## src/rtl/serial_add_ctrl.sv

```systemverilog
// serial_add_ctrl
//   Bit-serial adder sequencer. Computes {Cy, Sum} = A + B + Cin using a single
//   1-bit full-adder cell, one bit per clock, LSB first, with the running carry
//   held in a flop. An operation takes N RUN cycles followed by one DONE cycle.
//
// Ports
//   clk    : clock, all state changes on the rising edge
//   rst    : asynchronous active-high reset
//   Start  : request, accepted only in IDLE or DONE
//   A, B   : N-bit operands, captured on the accepting edge
//   Cin    : carry-in, captured on the accepting edge
//   Busy   : high while bits are being processed (state RUN)
//   Done   : one-cycle pulse in the cycle after Sum/Cy update (state DONE)
//   Sum    : result register, holds the last completed result
//   Cy     : carry-out of the last completed result
module serial_add_ctrl #(
  parameter int N = 8
) (
  input  logic         clk,
  input  logic         rst,
  input  logic         Start,
  input  logic [N-1:0] A,
  input  logic [N-1:0] B,
  input  logic         Cin,
  output logic         Busy,
  output logic         Done,
  output logic [N-1:0] Sum,
  output logic         Cy
);

  localparam int            CW       = (N > 1) ? $clog2(N) : 1;
  localparam logic [CW-1:0] CNT_ONE  = CW'(1);
  localparam logic [CW-1:0] CNT_LAST = CW'(N - 1);

  typedef enum logic [1:0] {
    ST_IDLE = 2'd0,
    ST_RUN  = 2'd1,
    ST_DONE = 2'd2
  } state_t;

  // Shared 1-bit full-adder cell: returns {carry_out, sum}.
  function automatic logic [1:0] full_adder(input logic a, input logic b, input logic c);
    full_adder = {(a & b) | (c & (a ^ b)), a ^ b ^ c};
  endfunction

  state_t        state_q, state_d;
  logic [N-1:0]  sa_q, sa_d;
  logic [N-1:0]  sb_q, sb_d;
  logic [N-1:0]  sr_q, sr_d;
  logic          c_q, c_d;
  logic [CW-1:0] cnt_q, cnt_d;
  logic          busy_q, busy_d;
  logic          done_q, done_d;
  logic [N-1:0]  sum_q, sum_d;
  logic          cy_q, cy_d;

  logic [1:0]    fa_res;
  logic          fa_sum;
  logic          fa_cy;

  // The adder cell always sees the current LSBs and the running carry.
  assign fa_res = full_adder(sa_q[0], sb_q[0], c_q);
  assign fa_sum = fa_res[0];
  assign fa_cy  = fa_res[1];

  assign Busy = busy_q;
  assign Done = done_q;
  assign Sum  = sum_q;
  assign Cy   = cy_q;

  // Next-state and datapath logic for the IDLE/RUN/DONE sequencer.
  always_comb begin
    state_d = state_q;
    sa_d    = sa_q;
    sb_d    = sb_q;
    sr_d    = sr_q;
    c_d     = c_q;
    cnt_d   = cnt_q;
    sum_d   = sum_q;
    cy_d    = cy_q;
    busy_d  = 1'b0;
    done_d  = 1'b0;

    case (state_q)
      ST_IDLE, ST_DONE: begin
        // DONE accepts a new request exactly like IDLE (back-to-back).
        if (Start) begin
          sa_d    = A;
          sb_d    = B;
          c_d     = Cin;
          cnt_d   = {CW{1'b0}};
          state_d = ST_RUN;
          busy_d  = 1'b1;
        end else begin
          state_d = ST_IDLE;
        end
      end

      ST_RUN: begin
        sa_d = {1'b0, sa_q[N-1:1]};
        sb_d = {1'b0, sb_q[N-1:1]};
        sr_d = {fa_sum, sr_q[N-1:1]};
        c_d  = fa_cy;
        if (cnt_q == CNT_LAST) begin
          // Final bit: publish the full result on this same edge. The counter
          // is left alone so it never wraps when N is a power of two.
          sum_d   = {fa_sum, sr_q[N-1:1]};
          cy_d    = fa_cy;
          state_d = ST_DONE;
          done_d  = 1'b1;
        end else begin
          cnt_d   = cnt_q + CNT_ONE;
          state_d = ST_RUN;
          busy_d  = 1'b1;
        end
      end

      default: begin
        state_d = ST_IDLE;
      end
    endcase
  end

  // State, datapath and registered outputs; reset clears everything at once.
  always_ff @(posedge clk or posedge rst) begin
    if (rst) begin
      state_q <= ST_IDLE;
      sa_q    <= {N{1'b0}};
      sb_q    <= {N{1'b0}};
      sr_q    <= {N{1'b0}};
      c_q     <= 1'b0;
      cnt_q   <= {CW{1'b0}};
      busy_q  <= 1'b0;
      done_q  <= 1'b0;
      sum_q   <= {N{1'b0}};
      cy_q    <= 1'b0;
    end else begin
      state_q <= state_d;
      sa_q    <= sa_d;
      sb_q    <= sb_d;
      sr_q    <= sr_d;
      c_q     <= c_d;
      cnt_q   <= cnt_d;
      busy_q  <= busy_d;
      done_q  <= done_d;
      sum_q   <= sum_d;
      cy_q    <= cy_d;
    end
  end

endmodule

```

## config.mk

```make
export PLATFORM = sky130hd
export DESIGN_NAME = serial_add_ctrl
export DESIGN_NICKNAME = d
export VERILOG_FILES = /design/src/rtl/serial_add_ctrl.sv
export SDC_FILE = /design/constraint.sdc
export NUM_CORES = 1
export LEC_CHECK = 0
export CAP_MARGIN = 30
export CORE_MARGIN = 3
export CORE_UTILIZATION = 35
export CTS_CLUSTER_SIZE = 14
export DETAILED_ROUTE_END_ITERATION = 7
export SLEW_MARGIN = 20
export SYNTH_ARGS = -nofsm -noshare
export SYNTH_HDL_FRONTEND = slang
export SYNTH_SLANG_ARGS = --single-unit
```

## constraint.sdc

```tcl
create_clock -name clk -period 1.9 [get_ports clk]
set_input_delay 0.38 -clock clk [delete_from_list [all_inputs] [get_ports clk]]
set_output_delay 0.38 -clock clk [all_outputs]
set_load 0.005 [all_outputs]
```

Word-level counts from Yosys, hierarchy flattened
Index checks and enable logic that the tools add are counted.
{ "classes": {"add_sub_neg": 1, "n_eq_ne": 5, "n_mux": 17, "bitwise_logic": 5, "n_reduce_logical": 6} }
{ "op_table": {"columns": ["cell", "n"], "rows": [
  ["$pmux 8 s2", 2],
  ["$mux 8", 2],
  ["$mux 1", 6],
  ["$mux 3", 2],
  ["$pmux 3 s2", 1],
  ["$ne 2x2->1 const B", 2],
  ["$pmux 1 s2", 2],
  ["$pmux 2 s2", 1],
  ["$reduce_and 2->1", 2],
  ["$add 3x1->3 const B", 1],
  ["$eq 3x3->1 const B", 1],
  ["$reduce_and 3->1", 1],
  ["$and 1x1->1", 2],
  ["$eq 2x1->1 const B", 1],
  ["$eq 2x2->1 const B", 1],
  ["$logic_not 2->1", 1],
  ["$mux 2", 1],
  ["$reduce_bool 2->1", 1],
  ["$reduce_or 2->1", 1],
  ["$xor 1x1->1", 2],
  ["$or 1x1->1", 1]
]} }
{ "word_totals": {"register_bits": 41, "in_bits": 20, "output_inout_bits": 11, "elab_cells": 44} }

Longest topological paths before layout
{ "logic_depth": {"ltp_word": 4, "depth_mapped": 5, "depth_no_buf": 5} }

Least setup slack after synthesis
No wires, ideal clock.
{ "synth_path": {"path_kind": "register to register", "startpoint": "reg cnt_q[0]", "endpoint": "reg cnt_q[0]", "setup_ns": 0.125, "t_arrival_ns": 1.431, "t_required_ns": 1.775, "slack_ns": 0.344, "path_stages_with_launch": 6, "n_path_buf": 0, "cell_sequence": "dfrtp_1 -> ha_1 -> ha_1 -> nor3b_2 -> nor2_1 -> mux2_2"} }
{ "synth_between": {"elab_chain_len": 3} }
{ "synth_rtl": {"columns": ["item", "line", "rtl"], "rows": [
  ["start, declared", "51", "logic [CW-1:0] cnt_q, cnt_d;"],
  ["start signal, assigned", "132", "cnt_q <= {CW{1'b0}};"],
  ["start signal, assigned", "143", "cnt_q <= cnt_d;"],
  ["$add 3x1->3 / $eq 3x3->1 (equally long branches)", "112, 104", null],
  ["$mux 3 / $ne 2x2->1 (equally long branches)", null, null],
  ["$pmux 3 s2 / $reduce_and 3->1 (equally long branches)", null, null]
]} }
Several ways; a longest one is shown, not always the timed one. The select of a mux whose other input is x is not followed.
A chain may end at the register's enable or synchronous reset.

Worst setup path after layout
Ends and elaborated chain as after synthesis.

==> reports/metrics.yaml <==
min_path:
  hold_class: "flop to flop"
  min_from: "sr_q[1]"
routing:
  wirelength_mm: 3.34
  dr_total_vias: 1152
  wl_per_cell_um: 13.5
  drt-vias-per-instance: 4.65
  drtIter0Drc: 54
  drc_errors: 0
  ant_nets: 0
  drt-pass1-iter-count: 4
die:
  dieArea_um2: 5820
  die_h_um: 76.3
  core_area_um2: 4560
  io_pins: 31
  die_w_um: 76.3
  core.rowCount: 24
  initial_utilization_pct: 37.9
layout:
  layout.cells.non_filler: 248
  final_util_pct: 48.2
  seqCellArea_um2: 951
  fin_nets: 205
  multi_input_area_um2: 689
  syn_to_final_growth_pct: 27.0
  fillCellCount: 446
  final_cell_area_um2: 2200
  drive_above_1_share_pct: 13.7
  diodes: 0
power_and_ir_drop:
  power_switching_share_pct: 32.8
  clkPwrFrac_pct: 19.2
  p_comb_share_pct: 39.5
  seqPwrFrac_pct: 41.3
  p_int_w: 0.00234
  power.total_w: 0.00348
  leakage_nw: 1.00
  powerDensity_nw_per_um2: 1580
  peakVddDrop_uv: 676
  switchingPower_w: 0.00114
synth:
  syn_nets: 172
  syn_inst: 149
  synth_area_um2: 1730
  synth_edf_count: 0
  yosysSeqAreaShare_pct: 55.0
  synth.avg_cell_area_um2: 11.6
  ys_seq_elements: 38
  synth_ff_type: "dfrtp_1"
  synthDistinctLibCells: 24
  ys_async_sr_fraction_pct: 100
  yosysWarnings: 0
place:
  placed_area_um2: 2090
  gp_congestion: 0.750
  io_buffers: 30
  dp_hpwl_mm: 2.34
  dpl.cell_count: 240
setup_path:
  timing.critical_path.buf_inv: 0
  critPathSlowestCell: "dfrtp_1"
  critPathLaunchType: "flop"
  critical_path_class: "flop to flop"
  worstPathMaxFanout: 4
  critPathArrivalTime_ps: 1840
  cp-startpoint: "cnt_q[0]"
  reg2reg_from: "cnt_q[0]"
  critical-path-top-delay-family: "adder cells"
  crit_chain: "ha_1, ha_1, nor3b_2, nor2_1, mux2_2"
  cp_common_cell: "ha_1"
  max_stage_delay_ps: 390
  endpoint_kind: "flop"
  cp.required_ps: 2080
timing:
  relSlewSlack_pct: 65.2
  hold_viol: 0
  post-route-period-util_pct: 87.5
  clock.fmax_ghz: 0.601
  rsz0062_at_grt: "no"
  finalClockSkew_ps: 8.14
  final-max-slew-violation-count: 0
  tns_ps: 0
  tightest_slew_ps: 521
  fin_crit_ps: 1660
  setup_viol: 0
global_route:
  track_usage_pct: 12.2
  grt_pass1_vias: 1201
  grt_start_max_net_pins: 39
  grt_pass1_wl_mm: 5.66
  grt_antenna_before_repair: 0
  grt_busiest_layer: "met2"
  grt_util_met2_pct: 19.1
  grt_overflow_total: 0
  grt_util_met1_pct: 15.6
  use_met3_pct: 4.37
clock_network:
  cts_resized: 0
  cts_sinks: 38
  cts_buffer_depth: 2
  postCtsHoldBufs: 0
  clock-root-buffer: "clkbuf_8"
  h-tree-depth: 2
  cts.clk_slew.worst_paths_ps: 80
  cts_tree: "built"
  cts_setup_buffers: 0
  clock_latency_ps: 290
  numCtsBuffers: 5
flow_run:
  drv_cap: 0
outcome:
  outcome: "finished clean"
==> worst reg2reg max path, stage by stage (launching register included) <==
cell	delay (ps)
dfrtp_1	390
ha_1	200
ha_1	270
nor3b_2	300
nor2_1	120
mux2_2	270
==> power groups by stage <==
| stage | logic (W) | clock network, W | registers [W] |
|---|---|---|---|
| global placement | 0.00134 | 0 | 0.00143 |
| CTS | 0.00140 | 0.000685 | 0.00144 |
| finish | 0.00137 | 0.000668 | 0.00144 |
| global route | 0.00155 | 0.000720 | 0.00148 |
| floorplan | 0.000994 | 0 | 0.00140 |
| detailed placement | 0.00139 | 0 | 0.00145 |
==> stage by stage <==
step / setup slack (ps) / hold slack (ps)
floorplan: 344 / 446
finish: 237 / 486
CTS: 222 / 488
global placement: 255 / 460
global route: 105 / 522
detailed placement: 238 / 470
==> placed cells by master, fill, tap and decap left out <==
master / instances
a22o_1: 4
inv_1: 10
mux2_2: 1
nor3b_2: 1
o21ai_2: 1
and2b_1: 1
nand2_1: 22
mux2i_1: 8
ha_1: 2
mux2_4: 9
nor2b_1: 9
clkdlybuf4s50_1: 30
nor2_1: 1
clkinv_2: 2
bufinv_16: 1
a211oi_1: 8
dfrtp_1: 38
nand2b_1: 2
buf_4: 4
a21oi_1: 15
nand2_8: 1
o22ai_1: 7
clkbuf_8: 5
fa_1: 1
==> state kept, by name (all words and copies together), names as in the netlist <==
| name | count |
|---|---|
| Sum | 8 |
| sa_q | 8 |
| sb_q | 8 |
| sr_q | 7 |
| cnt_q | 3 |
| Cy | 1 |
| Done | 1 |
| c_q | 1 |
| state_q | 1 |
==> cells in the mapped netlist (2+ instances only) <==
cell | count | area share (%)
inv_1 | 10 | 2.2
o22ai_1 | 7 | 2.5
mux2i_1 | 8 | 4.6
nand2_1 | 22 | 4.8
nand2b_1 | 2 | 0.72
a211oi_1 | 8 | 3.5
ha_1 | 2 | 1.4
a22o_1 | 4 | 2.0
dfrtp_1 | 38 | 55
buf_2 | 2 | 0.58
buf_4 | 3 | 1.3
nor2b_1 | 9 | 3.3
a21oi_1 | 15 | 4.3
mux2_4 | 9 | 7.8
==> layout make-up <==
cell class | count | share of cell area (%)
clock buffer | 5 | 3.13
clock inverter | 3 | 1.82
inverter | 10 | 1.71
multi-input combinational | 93 | 31.4
sequential | 38 | 43.3
tap | 65 | 3.70
timing repair buffer | 34 | 15.0
==> logic make-up after synthesis <==
group | count (synthesis) | synth area share, %
muxes | 18 | 13.1
DFF | 38 | 55.0
and+or+nand+nor | 37 | 11.3
AOI/OAI and AO/OA | 35 | 12.9
adders and majority gates | 3 | 2.60
buffers and inverters | 18 | 5.21
==> metal layers <==
layer  part of all wire (%)  up-vias  wire (um)
met1                     47      535       1560
met4                    1.5        0         51
li1                       -      579          -
met3                    5.1        6        169
met2                     47       32       1550
met5                      0        -          0
==> worst paths after layout <==
kind | depth (start not counted) | endpoint | slack (ps)
worst max-delay path | 5 | cnt_q[0] | 240
worst min-delay path | 2 | sr_q[1] | 490
worst max register to register | 5 | cnt_q[0] | 240
worst min register to register | 2 | sr_q[1] | 490
max in group asynchronous | 3 | sb_q[7] | 1070
min in group asynchronous | 3 | sa_q[6] | 500
No activity file was read; power rests on OpenSTA's default activity.
